==> src/rtl/seq_multiprecision_adder.sv <==
// Sequential wide adder/subtractor: one CHUNK_WIDTH-bit slice per clock, carry rippled
// through a flop, result assembled in a shift register and published on completion.
module seq_multiprecision_adder #(
  parameter int OPERAND_WIDTH = 64,
  parameter int CHUNK_WIDTH   = 16
) (
  input  logic                     iClk,
  input  logic                     iRst,
  input  logic                     iStart,
  input  logic                     iSub,
  input  logic [OPERAND_WIDTH-1:0] iA,
  input  logic [OPERAND_WIDTH-1:0] iB,
  input  logic                     iCarry,
  output logic [OPERAND_WIDTH-1:0] oSum,
  output logic                     oCarry,
  output logic                     oBusy,
  output logic                     oDone,
  output logic [1:0]               oState
);

  localparam int NUM_CHUNKS = OPERAND_WIDTH / CHUNK_WIDTH;
  localparam int CNT_W      = (NUM_CHUNKS > 1) ? $clog2(NUM_CHUNKS) : 1;

  generate
    if ((CHUNK_WIDTH < 1) || (OPERAND_WIDTH % CHUNK_WIDTH != 0)) begin : g_bad_width
      $error("OPERAND_WIDTH must be a positive multiple of CHUNK_WIDTH");
    end
  endgenerate

  // Handshake: iStart is a request sampled only in IDLE; oDone pulses for one cycle
  // when oSum/oCarry update; oBusy marks every cycle a new request would be dropped.
  typedef enum logic [1:0] {
    ST_IDLE = 2'd0,
    ST_CALC = 2'd1,
    ST_DONE = 2'd2
  } state_t;

  state_t                   r_state;
  state_t                   w_state_next;
  logic [OPERAND_WIDTH-1:0] r_a;
  logic [OPERAND_WIDTH-1:0] r_b;
  logic [OPERAND_WIDTH-1:0] r_res;
  logic [OPERAND_WIDTH-1:0] r_sum;
  logic                     r_cout;
  logic                     r_carry;
  logic [CNT_W-1:0]         r_cnt;
  logic                     w_last;
  logic [CHUNK_WIDTH:0]     w_slice;
  logic [OPERAND_WIDTH-1:0] w_slice_ext;
  logic [OPERAND_WIDTH-1:0] w_res_next;

  assign w_last      = (r_cnt == CNT_W'(NUM_CHUNKS - 1));
  assign w_slice     = {1'b0, r_a[CHUNK_WIDTH-1:0]} + {1'b0, r_b[CHUNK_WIDTH-1:0]}
                     + {{CHUNK_WIDTH{1'b0}}, r_carry};
  assign w_slice_ext = OPERAND_WIDTH'(w_slice[CHUNK_WIDTH-1:0]);
  // New slice enters at the MSB end so after NUM_CHUNKS shifts slice 0 sits at bit 0.
  assign w_res_next  = (r_res >> CHUNK_WIDTH) | (w_slice_ext << (OPERAND_WIDTH - CHUNK_WIDTH));

  always_ff @(posedge iClk) begin
    if (iRst) r_state <= ST_IDLE;
    else      r_state <= w_state_next;
  end

  always_comb begin
    w_state_next = r_state;
    oBusy        = 1'b1;
    oDone        = 1'b0;
    case (r_state)
      ST_IDLE: begin
        oBusy = 1'b0;
        if (iStart) w_state_next = ST_CALC;
      end
      ST_CALC: if (w_last) w_state_next = ST_DONE;
      ST_DONE: begin
        oDone        = 1'b1;
        w_state_next = ST_IDLE;
      end
      default: w_state_next = ST_IDLE;
    endcase
  end

  always_ff @(posedge iClk) begin
    if (iRst) begin
      r_a     <= '0;
      r_b     <= '0;
      r_res   <= '0;
      r_sum   <= '0;
      r_cout  <= 1'b0;
      r_carry <= 1'b0;
      r_cnt   <= '0;
    end else begin
      case (r_state)
        ST_IDLE: begin
          if (iStart) begin
            // Subtract as A + ~B + 1; carry-out then means "no borrow".
            r_a     <= iA;
            r_b     <= iSub ? ~iB : iB;
            r_carry <= iSub ? 1'b1 : iCarry;
            r_cnt   <= '0;
          end
        end
        ST_CALC: begin
          r_a     <= r_a >> CHUNK_WIDTH;
          r_b     <= r_b >> CHUNK_WIDTH;
          r_res   <= w_res_next;
          r_carry <= w_slice[CHUNK_WIDTH];
          r_cnt   <= r_cnt + CNT_W'(1);
          if (w_last) begin
            r_sum  <= w_res_next;
            r_cout <= w_slice[CHUNK_WIDTH];
          end
        end
        default: ;
      endcase
    end
  end

  assign oSum   = r_sum;
  assign oCarry = r_cout;
  assign oState = r_state;

endmodule

==> config.mk <==
export PLATFORM = sky130hd
export DESIGN_NAME = seq_multiprecision_adder
export DESIGN_NICKNAME = d
export VERILOG_FILES = /design/src/rtl/seq_multiprecision_adder.sv
export SDC_FILE = /design/constraint.sdc
export NUM_CORES = 1
export LEC_CHECK = 0
export BUFFER_PORTS_ARGS = -buffer_cell sky130_fd_sc_hd__buf_2
export CAP_MARGIN = 20
export CORE_ASPECT_RATIO = 1.2
export CORE_MARGIN = 10
export CORE_UTILIZATION = 50
export CTS_CLUSTER_DIAMETER = 150
export DETAILED_ROUTE_END_ITERATION = 10
export GPL_ROUTABILITY_DRIVEN = 0
export HOLD_SLACK_MARGIN = 0.15
export PLACE_DENSITY = 0.8
export SLEW_MARGIN = 20
export SYNTH_ARGS = -nofsm -noshare
export SYNTH_HDL_FRONTEND = slang
export SYNTH_SLANG_ARGS = --single-unit
==> constraint.sdc <==
create_clock -name iClk -period 2.5 [get_ports iClk]
set_input_delay 0.5 -clock iClk [delete_from_list [all_inputs] [get_ports iClk]]
set_output_delay 0.5 -clock iClk [all_outputs]
set_load 0.005 [all_outputs]
==> results of run 1 <==
[kinds of logic (layout without fill, tap and decap cells)]
logic type                 count (synthesis)  after routing
and+or+nand+nor                          443            443
AOI/OAI and AO/OA                        339            339
DFF                                      246            246
buffers and inverters                    118            272
xor gates and xnor gates                  74             74
adders and majority gates                 18             18
muxes                                      2              2
other                                      0              2
[worst paths after layout]
kind              startpoint         to  slack, ps  depth (start not counted)
setup / recovery      r_a[0]    r_carry        120                          8
hold reg to reg     oSum[31]   oSum[31]        450                          2
hold / removal          iRst  r_res[59]        200                          2
setup reg to reg      r_a[0]    r_carry        120                          8
[registers in the layout, summed over array words and instances (netlist names)]
name,cells
oCarry,1
r_b,64
oSum,64
oState,2
r_carry,1
r_a,64
r_cnt,2
r_res,48
[metrics by stage]
stage,setup slack (ps),area [µm²],hold WS [ps],total power [W]
floorplan,75.8,10600,432,0.00515
global placement,7.21,11800,441,0.00549
detailed placement,-47.5,11800,444,0.00552
CTS,27.5,12500,195,0.00914
global route,-5.13,12600,201,0.00946
finish,118,12600,202,0.00911
[synth_stat cells, types with 2 or more instances]
master       n  area, µm²
o21a_1       3       22.5
nor2b_1     51        319
inv_1        5       18.8
o22ai_1      3       18.8
clkbuf_1    80        300
a22oi_1     33        248
o221a_2     48        541
nor3_1       8       40.0
buf_4        2       15.0
a21o_1       4       30.0
o21bai_1     2       15.0
nand3_1     10       50.1
a211oi_1     2       15.0
xor2_1      66        578
a31oi_1      5       31.3
a21oi_1    163        816
buf_2       18       90.1
a222oi_1    48        480
mux2i_1      2       20.0
nor2_1     145        544
ha_1        16        200
fa_1         2       40.0
or2_2        2       12.5
o21ai_0      9       45.0
and4_1       2       17.5
dfxtp_1    246       4920
o31ai_1      2       15.0
a21boi_0     2       15.0
o211ai_1     2       15.0
nand2_1    211        792
and3_1       4       25.0
and2_1       2       12.5
o2bb2ai_1    2       17.5
buf_1       12       45.0
xnor2_1      8       70.1
[cell type report]
cell class / count / area share
multi-input cells: 876 / 0.417
flip-flops and latches: 246 / 0.391
repair buffers: 226 / 0.100
clock buffers: 34 / 0.0548
well taps: 270 / 0.0268
clock inverters: 7 / 0.00765
inverters: 5 / 0.00149
diodes: 2 / 0.000398
[power groups by stage]
stage	clock, W	sequential [W]	combinational (W)
2_1_floorplan	0	0.00429	0.000860
3_3_place_gp	0	0.00434	0.00115
3_5_place_dp	0	0.00435	0.00118
4_1_cts	0.00369	0.00426	0.00119
5_1_grt	0.00385	0.00428	0.00133
6_report	0.00364	0.00426	0.00121
[layer usage]
layer,vias to the layer above,track usage,share of wire
met5,-,0,0.00045
met4,2,0.0898,0.044
met3,73,0.0413,0.072
met2,386,0.319,0.46
met1,4411,0.245,0.42
li1,4645,-,-
[worst reg2reg max path, stage by stage (launching register included)]
cell and delay [ps]:
dfxtp_1 330, fa_1 470, fa_2 370, a21oi_2 160, o211ai_1 150, a21boi_1 210
and2b_1 270, a31oi_2 180, o22ai_1 100
[timing repair]
item                       4_1_cts  5_1_grt
setup endpoints to repair        2        6
pin swaps                        1        1
setup buffers                    0        1
resized for setup                1        3
==> flow_metrics.tcl, run 1 <==
set metrics [dict create \
    run_status "finished, final reports clean" \
    dieArea_mm2 0.0275 \
    hpwl_um 20400 \
    yosys.cell_types.count 55 \
    synth_adder_area_share 0.0226 \
    cp.buffers_inverters 0 \
    switching_share 0.257 \
    insertion_delay_ps 520 \
    worstSetupStartpointType "flop" \
    async_reset_ff_frac 0 \
    cp_max_fo 5 \
    synth_cells 1240 \
    place_inst 1621 \
    synth_compound_gate_area_share 0.228 \
    worstPathRequired_ps 2880 \
    criticalPathCategory "flop to flop" \
    firstDrtPassIters 7 \
    syn_area_mm2 0.0106 \
    end_kind "flop" \
    area_delta_synth_final_pct 18.6 \
    p_int_w 0.00677 \
    cellLeakagePower_nw 5.25 \
    std_cell_rows 58 \
    clock_skew_ps 10.6 \
    vdd_ir_drop_max_mv 0.714 \
    die_w_um 153 \
    cts_tree "built" \
    port_buffers 201 \
    viasPerCell 5.71 \
    finalHoldViolations 0 \
    multi_input_area_mm2 0.00525 \
    first_iter_violations 919 \
    cts_sinks 246 \
    ctsHoldBuffers 0 \
    avgSynthCellArea_um2 8.56 \
    synth-edff-count 0 \
    grt_max_degree 134 \
    post-route-min-period_ps 2380 \
    final_common_cell "dfxtp_1" \
    ios 202 \
    h-tree-depth 1 \
    fill_cells 1785 \
    slew_headroom 0.341 \
    grt_pass1_wl_um 46700 \
    clock_path_buffers 3 \
    cpPeakStageDelay_ps 470 \
    setup_viol 0 \
    pwr-share-clk 0.400 \
    die_h_um 180 \
    cp_cell_sequence "fa_1 -> fa_2 -> a21oi_2 -> o211ai_1 -> a21boi_1 -> and2b_1 -> a31oi_2 -> o22ai_1" \
    worst_pin_slew_ps 988 \
    power_density_mw_per_mm2 724 \
    root_buffer "clkbuf_16" \
    clk_pin_slew_ps 60 \
    stdcell_count 1666 \
    grt_pass1_vias 9203 \
    ys.flop_type "dfxtp_1" \
    fmax_mhz 420 \
    worst_path_max_delay_cell "fa_1" \
    drt_wl_total_um 29200 \
    grt-ovfl-total 0 \
    vias 9517 \
    synth-xor-area-share 0.0611 \
    wl_per_cell_um 17.5 \
    drc 0 \
    cp_data_arrival_time_ps 2760 \
    worstHoldPathType "input pin to flop" \
    ys_seq_area_frac 0.464 \
    final_layout_size_suffix_gt1_frac 0.233 \
    period_share 0.953 \
    power_frac_seq 0.468 \
    yosysWarnings 0 \
    most-common-layout-cells "dfxtp_1 (244), nand2_1 (210), buf_2 (199), a21oi_1 (162), nor2_1 (144)" \
    yosys.area_share.simple 0.177 \
    final_nets 1531 \
    muxShareOfSynthArea 0.00189 \
    grt_use_total 0.197 \
    switchingPower_w 0.00234 \
    core_mm2 0.0209 \
    crit_family "adder cells" \
    drv_slew 0 \
    syn-num-nets 1391 \
    initial_core_util 0.508 \
    max_cap_viol_count 0 \
    ys_ff_latch 246 \
    antenna_found_initial 2 \
    p_comb_frac 0.132 \
    cts_buffers 25 \
    ant_nets 0 \
    final.setup.tns_ps 0 \
    utilization 0.602 \
    synth_top_family_by_area "compound AO/OA/AOI/OAI gates" \
    seqCellArea_mm2 0.00493 \
]
Power figures use the tool's default switching activity.
==> inputs of run 2 (changes only) <==
--- a/config.mk
+++ b/config.mk
@@ -5,16 +5,16 @@
 export SDC_FILE = /design/constraint.sdc
 export NUM_CORES = 1
 export LEC_CHECK = 0
-export BUFFER_PORTS_ARGS = -buffer_cell sky130_fd_sc_hd__buf_2
 export CAP_MARGIN = 20
 export CORE_ASPECT_RATIO = 1.2
 export CORE_MARGIN = 10
-export CORE_UTILIZATION = 50
+export CORE_UTILIZATION = 57
 export CTS_CLUSTER_DIAMETER = 150
 export DETAILED_ROUTE_END_ITERATION = 10
+export DONT_BUFFER_PORTS = 1
 export GPL_ROUTABILITY_DRIVEN = 0
 export HOLD_SLACK_MARGIN = 0.15
-export PLACE_DENSITY = 0.8
+export PLACE_DENSITY = 0.79
 export SLEW_MARGIN = 20
 export SYNTH_ARGS = -nofsm -noshare
 export SYNTH_HDL_FRONTEND = slang
==> flow_metrics.tcl, run 2 (synthesis gave the netlist of run 1 again) <==
set metrics [dict create \
    grt_use_total 0.240 \
    port_buffers 0 \
    grt-ovfl-total 0 \
    holdCritStartpoint "iA[58]" \
    cp_max_fo 5 \
    grt_pass1_vias 8983 \
    p_int_w 0.00679 \
    switching_share 0.247 \
    die_h_um 169 \
    wl_per_cell_um 20.5 \
    clock_path_buffers 3 \
    dieArea_mm2 0.0245 \
    criticalPathCategory "flop to flop" \
    pwr-share-clk 0.407 \
    firstDrtPassIters 7 \
    drv_slew 0 \
    period_share 0.968 \
    h-tree-depth 1 \
    switchingPower_w 0.00223 \
    design_area_mm2 0.0124 \
    grt_max_degree 111 \
    total_power_w 0.00901 \
    max_cap_viol_count 0 \
    ant_nets 0 \
    worstPathRequired_ps 2880 \
    cts_buffers 24 \
    worstHoldPathType "input pin to flop" \
    cts_tree "built" \
    post-route-min-period_ps 2420 \
    drt_wl_total_um 30900 \
    viasPerCell 6.15 \
    diodes 0 \
    cp-startpoint "r_a[0]" \
    grt_setup_unrepaired "no" \
    initial_core_util 0.582 \
    root_buffer "clkbuf_16" \
    core_mm2 0.0182 \
    vdd_ir_drop_max_mv 0.513 \
    p_comb_frac 0.119 \
    hpwl_um 19400 \
    slew_headroom 0.477 \
    area_delta_synth_final_pct 17.1 \
    grt_pass1_wl_um 48200 \
    pre_cts_slack_ps -33.8 \
    run_status "finished, final reports clean" \
    first_iter_violations 1028 \
    r2r-start "r_a[0]" \
    most-common-layout-cells "dfxtp_1 (244), nand2_1 (210), a21oi_1 (162), nor2_1 (144), dlygate4sd3_1 (91)" \
    cts_sinks 246 \
    final_common_cell "dfxtp_1" \
    insertion_delay_ps 520 \
    antenna_found_initial 0 \
    vias 9268 \
    clock_skew_ps 13.1 \
    ios 202 \
    power_frac_seq 0.474 \
    setup_viol 0 \
    post_dp_cell_area_mm2 0.0107 \
    worst_pin_slew_ps 785 \
    worstSetupStartpointType "flop" \
    cellLeakagePower_nw 4.94 \
    clk_pin_slew_ps 60 \
    drc 0 \
    finalHoldViolations 0 \
    std_cell_rows 54 \
    worst_slack_ps 80.6 \
    cp_data_arrival_time_ps 2800 \
    power_density_mw_per_mm2 725 \
    end_kind "flop" \
    die_w_um 145 \
    final_nets 1417 \
    final_layout_size_suffix_gt1_frac 0.0966 \
    fmax_mhz 413 \
]
run 2: changes by cell type in the layout (fill, tap and decap cells not counted), sizes merged:
| cell | change |
|---|---|
| clkbuf | +4 |
| inv | -1 |
| buf | -204 |
| dlygate4sd3 | +91 |
| diode | -2 |
run 2: final timing paths:
path / slack [ps] / cells after the start / end
max reg2reg: 80 / 8 / r_carry
min: 160 / 2 / r_a[58]
max: 80 / 8 / r_carry
min reg2reg: 460 / 2 / r_res[17]
run 2: power groups by stage:
stage / registers (W) / logic (W) / clock network, W
4_1_cts: 0.00427 / 0.00105 / 0.00370
5_1_grt: 0.00429 / 0.00118 / 0.00387
3_5_place_dp: 0.00435 / 0.000974 / 0
3_3_place_gp: 0.00435 / 0.000948 / 0
6_report: 0.00427 / 0.00107 / 0.00367
2_1_floorplan: 0.00429 / 0.000860 / 0
run 2: layout make-up:
cell class | instances | area [µm²]
clock inverters | 6 | 80.1
inverters | 5 | 18.8
well taps | 224 | 280
flip-flops and latches | 246 | 4930
fillers | 1356 | 5810
clock buffers | 38 | 724
repair buffers | 113 | 1150
multi-input cells | 876 | 5250
run 2: critical path, stage by stage (launching register included):
cell	delay (ps)
dfxtp_1	330
fa_2	410
fa_2	370
a21oi_2	160
o211ai_1	150
a21boi_1	240
and2b_2	300
a31oi_2	220
o22ai_1	110
run 2: metrics by stage:
step                TNS, ps  cells  utilization  hold slack [ps]
floorplan                 0   1240            -              432
global placement          0   1371        0.584              439
detailed placement    -53.8   1371        0.584              447
CTS                       0   1508        0.681              153
finish                    0   1508        0.681              157
global route              0   1508        0.681              198
run 2: timing repair:
item / 4_1_cts / 5_1_grt
pin swaps: 1 / 1
endpoints found under the hold margin: 188 / 0
setup endpoints to repair: 4 / 7
hold buffers: 92 / 0
gates resized for setup: 4 / 2
buffers inserted: 1 / 0
run 2: layer usage:
metal  wire (µm)  vias to the layer above  global-route usage
li1            -                     4406                   -
met1       11800                     4374               0.287
met5           0                        -                   0
met3        2940                       72              0.0638
met2       14700                      416               0.390
met4        1440                        0               0.119
==> inputs of run 3 (changes only) <==
--- a/config.mk
+++ b/config.mk
@@ -5,13 +5,15 @@
 export SDC_FILE = /design/constraint.sdc
 export NUM_CORES = 1
 export LEC_CHECK = 0
+export BUFFER_PORTS_ARGS = -buffer_cell sky130_fd_sc_hd__buf_2
 export CAP_MARGIN = 20
+export CELL_PAD_IN_SITES_DETAIL_PLACEMENT = 0
+export CELL_PAD_IN_SITES_GLOBAL_PLACEMENT = 1
 export CORE_ASPECT_RATIO = 1.2
 export CORE_MARGIN = 10
-export CORE_UTILIZATION = 57
+export CORE_UTILIZATION = 37
 export CTS_CLUSTER_DIAMETER = 150
 export DETAILED_ROUTE_END_ITERATION = 10
-export DONT_BUFFER_PORTS = 1
 export GPL_ROUTABILITY_DRIVEN = 0
 export HOLD_SLACK_MARGIN = 0.15
 export PLACE_DENSITY = 0.79
==> flow_metrics.tcl, run 3 (synthesis gave the netlist of run 1 again) <==
set metrics [dict create \
    r2r-end "r_res[60]" \
    max_cap_viol_count 0 \
    final_layout_size_suffix_gt1_frac 0.240 \
    worstPathRequired_ps 2920 \
    worst_pin_slew_ps 944 \
    drc 0 \
    vias 9157 \
    final_nets 1537 \
    cp_max_fo 4 \
    criticalPathCategory "flop to flop" \
    ios 202 \
    clock_path_buffers 3 \
    cp-startpoint "r_a[0]" \
    grt_pass1_vias 8974 \
    cts_tree "built" \
    r2r-start "r_a[0]" \
    clk_pin_slew_ps 60 \
    grt_max_degree 90 \
    crit_end "r_res[60]" \
    end_kind "flop" \
    viasPerCell 5.13 \
    antenna_found_initial 2 \
    worstHoldPathType "input pin to flop" \
    setup_viol 0 \
    firstDrtPassIters 8 \
    vdd_ir_drop_max_mv 0.484 \
    clock_skew_ps 9.56 \
    run_status "finished, final reports clean" \
    port_buffers 201 \
    slew_headroom 0.371 \
    final.setup.tns_ps 0 \
    grt_pass1_wl_um 49400 \
    grt_setup_unrepaired "no" \
    fmax_mhz 414 \
    area_delta_synth_final_pct 21.2 \
    period_share 0.965 \
    h-tree-depth 1 \
    die_w_um 175 \
    final_common_cell "dfxtp_1" \
    root_buffer "clkbuf_16" \
    most-common-layout-cells "dfxtp_1 (244), nand2_1 (210), buf_2 (199), a21oi_1 (162), nor2_1 (144)" \
    std_cell_rows 67 \
    grt-ovfl-total 0 \
    drv_slew 0 \
    post-route-min-period_ps 2410 \
    cts_buffers 26 \
    rrSetupSlack_ps 90 \
    reg2reg_depth 8 \
    worstSetupStartpointType "flop" \
    finalHoldViolations 0 \
    cp_data_arrival_time_ps 2830 \
    insertion_delay_ps 530 \
    grt_use_total 0.165 \
    initial_core_util 0.378 \
    wl_per_cell_um 17.4 \
    stdcell_count 1785 \
    holdPathStages 3 \
    cts_sinks 246 \
    place_inst 1736 \
    hpwl_um 22000 \
    die_h_um 206 \
    cellLeakagePower_nw 5.33 \
    core_mm2 0.0281 \
    first_iter_violations 952 \
    total_power_w 0.00940 \
    dieArea_mm2 0.0359 \
    ant_nets 0 \
    power_density_mw_per_mm2 731 \
    drt_wl_total_um 31000 \
]
-- run 3: cell types whose count changed in the layout (fill, tap and decap cells not counted), sizes merged --
cell         previous run  this run
dlygate4sd3            91         0
clkinvlp                0         1
clkinv                  4         7
diode                   0         1
buf                    22       231
clkbuf                 38        37
-- run 3: final cells by class --
| class | instances | area [µm²] |
|---|---|---|
| diodes | 1 | 2.50 |
| clock buffers | 37 | 763 |
| inverters | 5 | 18.8 |
| repair buffers | 231 | 1320 |
| fillers | 2804 | 15200 |
| flip-flops and latches | 246 | 4930 |
| clock inverters | 10 | 106 |
| multi-input cells | 876 | 5250 |
| well taps | 379 | 474 |
-- run 3: metrics by stage --
stage	area, µm²	setup WS, ps	hold WS (ps)	utilization
after floorplan	10600	75.8	432	-
after global placement	12000	21.8	441	0.426
after detailed placement	12000	-26.0	443	0.426
after CTS	12800	26.6	184	0.457
after global routing	12900	20.3	208	0.458
final	12900	87.0	198	0.458
-- run 3: routing by layer --
layer,part of all wire,track usage,wire [µm],vias to the layer above
li1,-,-,-,4668
met1,0.44,0.207,13500,4197
met2,0.47,0.275,14500,251
met3,0.065,0.0383,2010,39
met4,0.029,0.0591,886,2
met5,0.00042,0,13,-
-- run 3: how the worst min path moves through the flow --
stage          slack [ps]        end       from
4_1_cts               180    r_a[57]     iA[57]
6_report              200    r_a[50]     iA[50]
5_1_grt               210    r_a[54]     iA[54]
3_5_place_dp          440   oSum[16]   oSum[16]
3_3_place_gp          440   oSum[28]   oSum[28]
2_1_floorplan         430  r_res[62]  r_res[62]
-- run 3: report_power, final --
part	total [W]	switching (W)	internal, W
logic	0.00122	0.000692	0.000526
clock network	0.00391	0.00159	0.00233
registers	0.00427	0.000145	0.00412
-- run 3: timing repair --
item | in CTS | in global routing
setup endpoints to repair | 2 | 6
hold buffers | 0 | 0
gates resized for setup | 1 | 3
setup buffers | 0 | 0
pin swaps | 0 | 1
hold endpoints to repair | 0 | 0
-- run 3: worst max-delay path, cell delays in order (launching register included) --
cell and delay, ps:
dfxtp_1 330, fa_2 400, fa_1 410, a21oi_2 180
o211ai_1 140, a21boi_1 220, and2b_1 230, buf_4 150
a211o_1 250
